`src/rtl/axis_arb_pkg.sv`:
```
// Shared types and helpers for the packet round-robin AXI-Stream arbiter.
package axis_arb_pkg;

    localparam int MAX_PORTS  = 16;
    localparam int PORT_IDX_W = 4;

    typedef enum logic [0:0] {
        ARB_IDLE = 1'b0,
        ARB_BUSY = 1'b1
    } arb_state_e;

    // Index of the set bit in a one-hot vector; zero for an all-zero vector.
    function automatic logic [PORT_IDX_W-1:0] onehot_to_idx(input logic [MAX_PORTS-1:0] onehot);
        logic [PORT_IDX_W-1:0] idx;
        idx = {PORT_IDX_W{1'b0}};
        for (int i = 0; i < MAX_PORTS; i++) begin
            idx = idx | (onehot[i] ? PORT_IDX_W'(i) : {PORT_IDX_W{1'b0}});
        end
        return idx;
    endfunction

endpackage

```
`src/rtl/axis_rr_select.sv`:
```
// Rotating priority encoder: first requester after last_grant wins, one-hot result.
module axis_rr_select
    import axis_arb_pkg::*;
#(
    parameter int NUM_PORTS = 4,
    parameter int IDX_W     = $clog2(NUM_PORTS)
) (
    input  logic [NUM_PORTS-1:0] req,
    input  logic [IDX_W-1:0]     last_grant,
    output logic [NUM_PORTS-1:0] grant,
    output logic                 any_req
);

    // Distance of a port from the slot just after the previous winner.
    function automatic int rr_offset(input int port, input int last);
        int off;
        off = port - last - 1;
        return (off < 0) ? (off + NUM_PORTS) : off;
    endfunction

    int best_off_s;

    // Find the smallest rotated distance among requesters, then mark that port.
    always_comb begin
        best_off_s = NUM_PORTS;
        grant      = {NUM_PORTS{1'b0}};
        for (int p = 0; p < NUM_PORTS; p++) begin
            best_off_s = (req[p] && (rr_offset(p, int'(last_grant)) < best_off_s))
                       ? rr_offset(p, int'(last_grant)) : best_off_s;
        end
        for (int p = 0; p < NUM_PORTS; p++) begin
            grant[p] = req[p] && (rr_offset(p, int'(last_grant)) == best_off_s);
        end
    end

    assign any_req = |req;

endmodule

```
`src/rtl/axis_pkt_rr_arbiter.sv`:
```
// Packet-granular round-robin merge of NUM_PORTS AXI-Stream sources into one sink.
// Optional per-port packet counters are built when AXIS_ARB_STATS_EN is defined.
module axis_pkt_rr_arbiter
    import axis_arb_pkg::*;
#(
    parameter int NUM_PORTS       = 4,
    parameter int AXIS_DATA_WIDTH = 64,
    parameter int KEEP_WIDTH      = AXIS_DATA_WIDTH / 8,
    parameter int USER_WIDTH      = 1
`ifdef AXIS_ARB_STATS_EN
    ,
    parameter int CNT_WIDTH       = 32
`endif
) (
    input  logic                                 clk_i,
    input  logic                                 rst_n_i,
    input  logic [NUM_PORTS-1:0]                 s_axis_tvalid_i,
    output logic [NUM_PORTS-1:0]                 s_axis_tready_o,
    input  logic [NUM_PORTS*AXIS_DATA_WIDTH-1:0] s_axis_tdata_i,
    input  logic [NUM_PORTS*KEEP_WIDTH-1:0]      s_axis_tkeep_i,
    input  logic [NUM_PORTS-1:0]                 s_axis_tlast_i,
    input  logic [NUM_PORTS*USER_WIDTH-1:0]      s_axis_tuser_i,
    output logic                                 m_axis_tvalid_o,
    input  logic                                 m_axis_tready_i,
    output logic [AXIS_DATA_WIDTH-1:0]           m_axis_tdata_o,
    output logic [KEEP_WIDTH-1:0]                m_axis_tkeep_o,
    output logic                                 m_axis_tlast_o,
    output logic [USER_WIDTH-1:0]                m_axis_tuser_o,
    output logic [NUM_PORTS-1:0]                 grant_o,
    output logic                                 busy_o
`ifdef AXIS_ARB_STATS_EN
    ,
    input  logic                                 stats_clr_i,
    output logic [NUM_PORTS*CNT_WIDTH-1:0]       pkt_cnt_o
`endif
);

    localparam int IDX_W = $clog2(NUM_PORTS);

    arb_state_e             state_r;
    arb_state_e             state_nxt_s;
    logic [NUM_PORTS-1:0]   grant_r;
    logic [NUM_PORTS-1:0]   grant_nxt_s;
    logic [IDX_W-1:0]       last_grant_r;
    logic [IDX_W-1:0]       last_grant_nxt_s;
    logic [NUM_PORTS-1:0]   sel_grant_s;
    logic                   sel_any_s;
    logic [IDX_W-1:0]       grant_idx_s;
    logic                   pkt_done_s;

    axis_rr_select #(
        .NUM_PORTS (NUM_PORTS),
        .IDX_W     (IDX_W)
    ) u_rr_select (
        .req        (s_axis_tvalid_i),
        .last_grant (last_grant_r),
        .grant      (sel_grant_s),
        .any_req    (sel_any_s)
    );

    assign grant_idx_s = IDX_W'(onehot_to_idx(MAX_PORTS'(grant_r)));

    // Grant is all-zero in IDLE, so the AND-OR mux also forces the idle outputs to zero.
    always_comb begin
        m_axis_tdata_o = {AXIS_DATA_WIDTH{1'b0}};
        m_axis_tkeep_o = {KEEP_WIDTH{1'b0}};
        m_axis_tuser_o = {USER_WIDTH{1'b0}};
        for (int p = 0; p < NUM_PORTS; p++) begin
            m_axis_tdata_o = m_axis_tdata_o
                | ({AXIS_DATA_WIDTH{grant_r[p]}} & s_axis_tdata_i[p*AXIS_DATA_WIDTH +: AXIS_DATA_WIDTH]);
            m_axis_tkeep_o = m_axis_tkeep_o
                | ({KEEP_WIDTH{grant_r[p]}} & s_axis_tkeep_i[p*KEEP_WIDTH +: KEEP_WIDTH]);
            m_axis_tuser_o = m_axis_tuser_o
                | ({USER_WIDTH{grant_r[p]}} & s_axis_tuser_i[p*USER_WIDTH +: USER_WIDTH]);
        end
    end

    assign m_axis_tvalid_o = |(grant_r & s_axis_tvalid_i);
    assign m_axis_tlast_o  = |(grant_r & s_axis_tlast_i);
    assign s_axis_tready_o = grant_r & {NUM_PORTS{m_axis_tready_i}};
    assign pkt_done_s      = m_axis_tvalid_o & m_axis_tready_i & m_axis_tlast_o;
    assign grant_o         = grant_r;
    assign busy_o          = (state_r == ARB_BUSY);

    // Next-state: arbitrate only in IDLE, release the lock on the tlast handshake.
    always_comb begin
        state_nxt_s      = state_r;
        grant_nxt_s      = grant_r;
        last_grant_nxt_s = last_grant_r;
        case (state_r)
            ARB_IDLE: begin
                if (sel_any_s) begin
                    state_nxt_s = ARB_BUSY;
                    grant_nxt_s = sel_grant_s;
                end else begin
                    state_nxt_s = ARB_IDLE;
                    grant_nxt_s = {NUM_PORTS{1'b0}};
                end
            end
            ARB_BUSY: begin
                if (pkt_done_s) begin
                    state_nxt_s      = ARB_IDLE;
                    grant_nxt_s      = {NUM_PORTS{1'b0}};
                    last_grant_nxt_s = grant_idx_s;
                end else begin
                    state_nxt_s = ARB_BUSY;
                    grant_nxt_s = grant_r;
                end
            end
            default: begin
                state_nxt_s = ARB_IDLE;
                grant_nxt_s = {NUM_PORTS{1'b0}};
            end
        endcase
    end

    // Arbitration registers; reset makes port 0 the first winner.
    always_ff @(posedge clk_i or negedge rst_n_i) begin
        if (!rst_n_i) begin
            state_r      <= ARB_IDLE;
            grant_r      <= {NUM_PORTS{1'b0}};
            last_grant_r <= IDX_W'(NUM_PORTS - 1);
        end else begin
            state_r      <= state_nxt_s;
            grant_r      <= grant_nxt_s;
            last_grant_r <= last_grant_nxt_s;
        end
    end

`ifdef AXIS_ARB_STATS_EN
    logic [NUM_PORTS-1:0][CNT_WIDTH-1:0] pkt_cnt_r;

    // Completed-packet counters; a clear overrides a same-cycle increment.
    always_ff @(posedge clk_i or negedge rst_n_i) begin
        if (!rst_n_i) begin
            pkt_cnt_r <= '0;
        end else if (stats_clr_i) begin
            pkt_cnt_r <= '0;
        end else begin
            for (int p = 0; p < NUM_PORTS; p++) begin
                if (pkt_done_s && grant_r[p]) begin
                    pkt_cnt_r[p] <= pkt_cnt_r[p] + CNT_WIDTH'(1);
                end else begin
                    pkt_cnt_r[p] <= pkt_cnt_r[p];
                end
            end
        end
    end

    assign pkt_cnt_o = pkt_cnt_r;
`endif

endmodule

```
`config.mk`:
```
export PLATFORM = sky130hd
export DESIGN_NAME = axis_pkt_rr_arbiter
export DESIGN_NICKNAME = d
export VERILOG_FILES = /design/src/rtl/axis_arb_pkg.sv /design/src/rtl/axis_rr_select.sv /design/src/rtl/axis_pkt_rr_arbiter.sv
export SDC_FILE = /design/constraint.sdc
export NUM_CORES = 1
export LEC_CHECK = 0
export BUFFER_PORTS_ARGS = -buffer_cell sky130_fd_sc_hd__buf_2
export CORE_AREA = 5 5 145 147
export DETAILED_ROUTE_END_ITERATION = 8
export DIE_AREA = 0 0 150 152
export GPL_TIMING_DRIVEN = 1
export PLACE_DENSITY = 0.5
export SLEW_MARGIN = 25
export SYNTH_ARGS = -nofsm -noshare
export SYNTH_HDL_FRONTEND = slang
export SYNTH_SLANG_ARGS = --single-unit
```
`constraint.sdc`:
```
create_clock -name clk_i -period 7.33 [get_ports clk_i]
set_clock_uncertainty 0.05 [all_clocks]
set_input_delay 0.733 -clock clk_i [delete_from_list [all_inputs] [get_ports clk_i]]
set_output_delay 0.733 -clock clk_i [all_outputs]
set_load 0.01 [all_outputs]
```
==> run metrics <==
RR Startpoint last_grant_r[0]; final net count 1185; status completed; Post-route DRC 0; Final ANT Viol Nets 0; number of synthesized flops with an enable pin 0; Slew HR 49.3%; H-tree Lvls 1; Slew @ Worst Pin 0.760 ns; gr usage total 19.1%; MaxCap Viol Count 0; Port Buf Inserts 386; Avg Vias per Cell 4.84; Gate Count Post-Synth 464; Worst setup SP type flop; Post-CTS Hold Buffers 0; clock tree buffer depth 2; Fin. Hold Viols 0; FMAX 148 MHz; CP Class flop to flop; Die W 150 um; wire per inst 21.8 um; first-pass GRT wire length 32.7 mm; post-route minimum period 6.78 ns; largest net degree at the start of global routing 46; Synth Warn # 0; final period utilization 92.5%; fin util 28.2%; DR iter-0 viols 274; CP arrival 6.84 ns; fin. max-slew vios 0; worst r2r path cells 26; CP max FO 9; CTS tree done; vias in the first global route 5124; CTS clock-pin slew for the worst setup and hold paths 0.04 ns; clock sink count 7; clk_lat worst skew 0.23 ns; Mapped Nets 827; Starting Density 16.8%; Netlist cell types 54; Worst Setup EP grant_o[2]; worst endpoint required time 7.39 ns; syn_area_per_cell 7.17 sq um; core area 19800 sq um; HP Class input port to async pin; Final Setup Violations 0; RSZ-0062 raised after global routing no; I/O pins 387; Syn Std Cell Area 3330 sq um; Die Area 22800 sq um; gpl congestion 0.900; GR Overflow Total 0; First-pass DRT Iterations 5; WL final 23.8 mm; FF-to-FF End grant_o[2]; Fin Setup TNS 0 ns; post-route cell area 5580 sq um; async set or reset register ratio after synthesis 100%; area growth from synthesis to layout 67.8%; Critical Path Start last_grant_r[0]; Register-to-Register Setup Slack 0.55 ns; register area share after synthesis 5.34%; Final Hold Slack 0.282 ns; Worst Setup End Kind flop; pwr dens 410 nW/um^2; DP Area 5490 sq um; Leak Pwr 3.17 nW; Final HPWL DP 20.7 mm; commonest register cell after synthesis dfrtp_1; vias post-DR 5296; CTS Buf Count 3; Die H 152 um; layout cells sized above 1 49.6%; Site Rows 52; initial antenna violation count 21; Peak VDD IR 0.170 mV; #FFs+latches synth 7; root buffer cell clkbuf_16
sequential cells by signal, indices dropped and copies added (netlist names):
signal	flops
grant_o	4
busy_o	1
last_grant_r	2
layer usage:
layer	wire, um	share of wire (%)	GRT usage, %	up-vias
li1	-	-	-	2521
met1	8960	38	21.7	2423
met2	11400	48	33.1	276
met3	2940	12	8.37	48
met5	179	0.75	0	-
met4	375	1.6	3.62	28
worst max-delay path: stages, from the launching register on:
cell	delay, ns
dfstp_2	0.60
inv_1	0.11
ha_1	0.21
ha_1	0.28
and2b_1	0.39
inv_2	0.12
ha_1	0.28
o21ai_0	0.07
o21ai_1	0.07
and4_1	0.24
o21ai_1	0.22
nand3b_1	0.35
mux2i_1	0.61
ha_1	0.22
nand4_1	0.15
nor3_1	0.27
o311ai_0	0.17
o211ai_1	0.16
mux2i_1	0.23
a21boi_2	0.31
mux2_2	0.37
ha_1	0.29
a21oi_1	0.22
nor3_1	0.09
a211oi_1	0.33
nor2_1	0.07
a22o_1	0.18
final cells by class:
| class | instances | area (sq um) |
|---|---|---|
| Timing Repair Buffer | 392 | 1980 |
| Sequential cell | 7 | 183 |
| Antenna cell | 3 | 7.51 |
| Multi-Input combinational cell | 405 | 2950 |
| Tap cell | 270 | 338 |
| Clock buffer | 4 | 78.8 |
| Inverter | 13 | 48.8 |
| Fill cell | 2302 | 14200 |
synthesized netlist by cell type, types with 2 or more instances:
cell type  instances  area (sq um)
o21ai_0            4          20.0
a211oi_1           3          22.5
a21o_1             2          15.0
nor4_1             3          18.8
fa_1               2          40.0
xnor2_1            2          17.5
nand2_1           86           323
and3_1             2          12.5
nand3_1            4          20.0
or4_1              3          22.5
o21a_1             2          15.0
a21oi_1           14          70.1
clkbuf_1          27           101
mux2i_1            7          70.1
inv_1             12          45.0
nor3_1             7          35.0
ha_1              58           726
nor2_1             9          33.8
nand4_1            6          37.5
dfrtp_1            5           125
a32oi_1            2          17.5
dfstp_2            2          52.6
and2_1             7          43.8
o21ai_1            3          15.0
a22oi_1          151          1130
nand3b_1           3          22.5
buf_2              2          10.0
a21boi_0           2          15.0
buf_1              9          33.8
metrics by stage:
| stage | cells | worst slack (ns) | total power, mW |
|---|---|---|---|
| final | 1094 | 0.553 | 2.29 |
| after global routing | 1093 | 0.0664 | 2.55 |
| after CTS | 1091 | 0.438 | 2.29 |
| after detailed placement | 1087 | 0.470 | 2.18 |
| after global placement | 1087 | 0.618 | 2.17 |
| after floorplan | 464 | 0.664 | 1.48 |
cell families (layout without fill, tap and decap cells):
family	count (synthesis)	after routing	share of synthesized area, %
adder cells (fa/ha/maj)	60	60	23.0
AO/OA/AOI/OAI	195	195	43.0
buffers and inverters	52	409	6.17
AND/OR/NAND/NOR	139	139	19.3
XOR/XNOR	2	2	0.527
flip-flops	7	7	5.34
multiplexers	8	8	2.45
other	1	4	0.113
worst min-delay path by stage:
stage / start / to / slack, ns / depth (start not counted)
floorplan: rst_n_i / busy_o / 0.39 / 0
global placement: rst_n_i / busy_o / 0.53 / 1
detailed placement: rst_n_i / busy_o / 0.53 / 1
CTS: rst_n_i / busy_o / 0.28 / 1
global route: rst_n_i / busy_o / 0.29 / 1
finish: rst_n_i / busy_o / 0.28 / 1
layout by cell type, fill, tap and decap left out, types with 3 or more instances in the layout:
master     netlist  routed
buf_2            2     386
a22oi_1        151     151
nand2_1         86      86
ha_1            58      58
a21oi_1         14      14
inv_1           12      12
nor2_1           9       9
and2_1           7       7
mux2i_1          7       7
nor3_1           7       7
nand4_1          6       6
buf_4            0       6
o21ai_0          4       4
nand3_1          4       4
dfrtp_2          0       4
diode_2          0       3
o21ai_1          3       3
nand3b_1         3       3
a211oi_1         3       3
nor4_1           3       3
or4_1            3       3
clkbuf_16        0       3
repair_timing:
action	CTS	global route
gates resized for setup	0	2
setup endpoints to repair	0	4
setup buffers	0	0
report_power, final:
group          switching [mW]  internal, mW  total [mW]
registers              0.0787        0.0549       0.134
logic                    1.20         0.858        2.06
clock network          0.0208        0.0724      0.0932
Power figures use the tool's default switching activity.
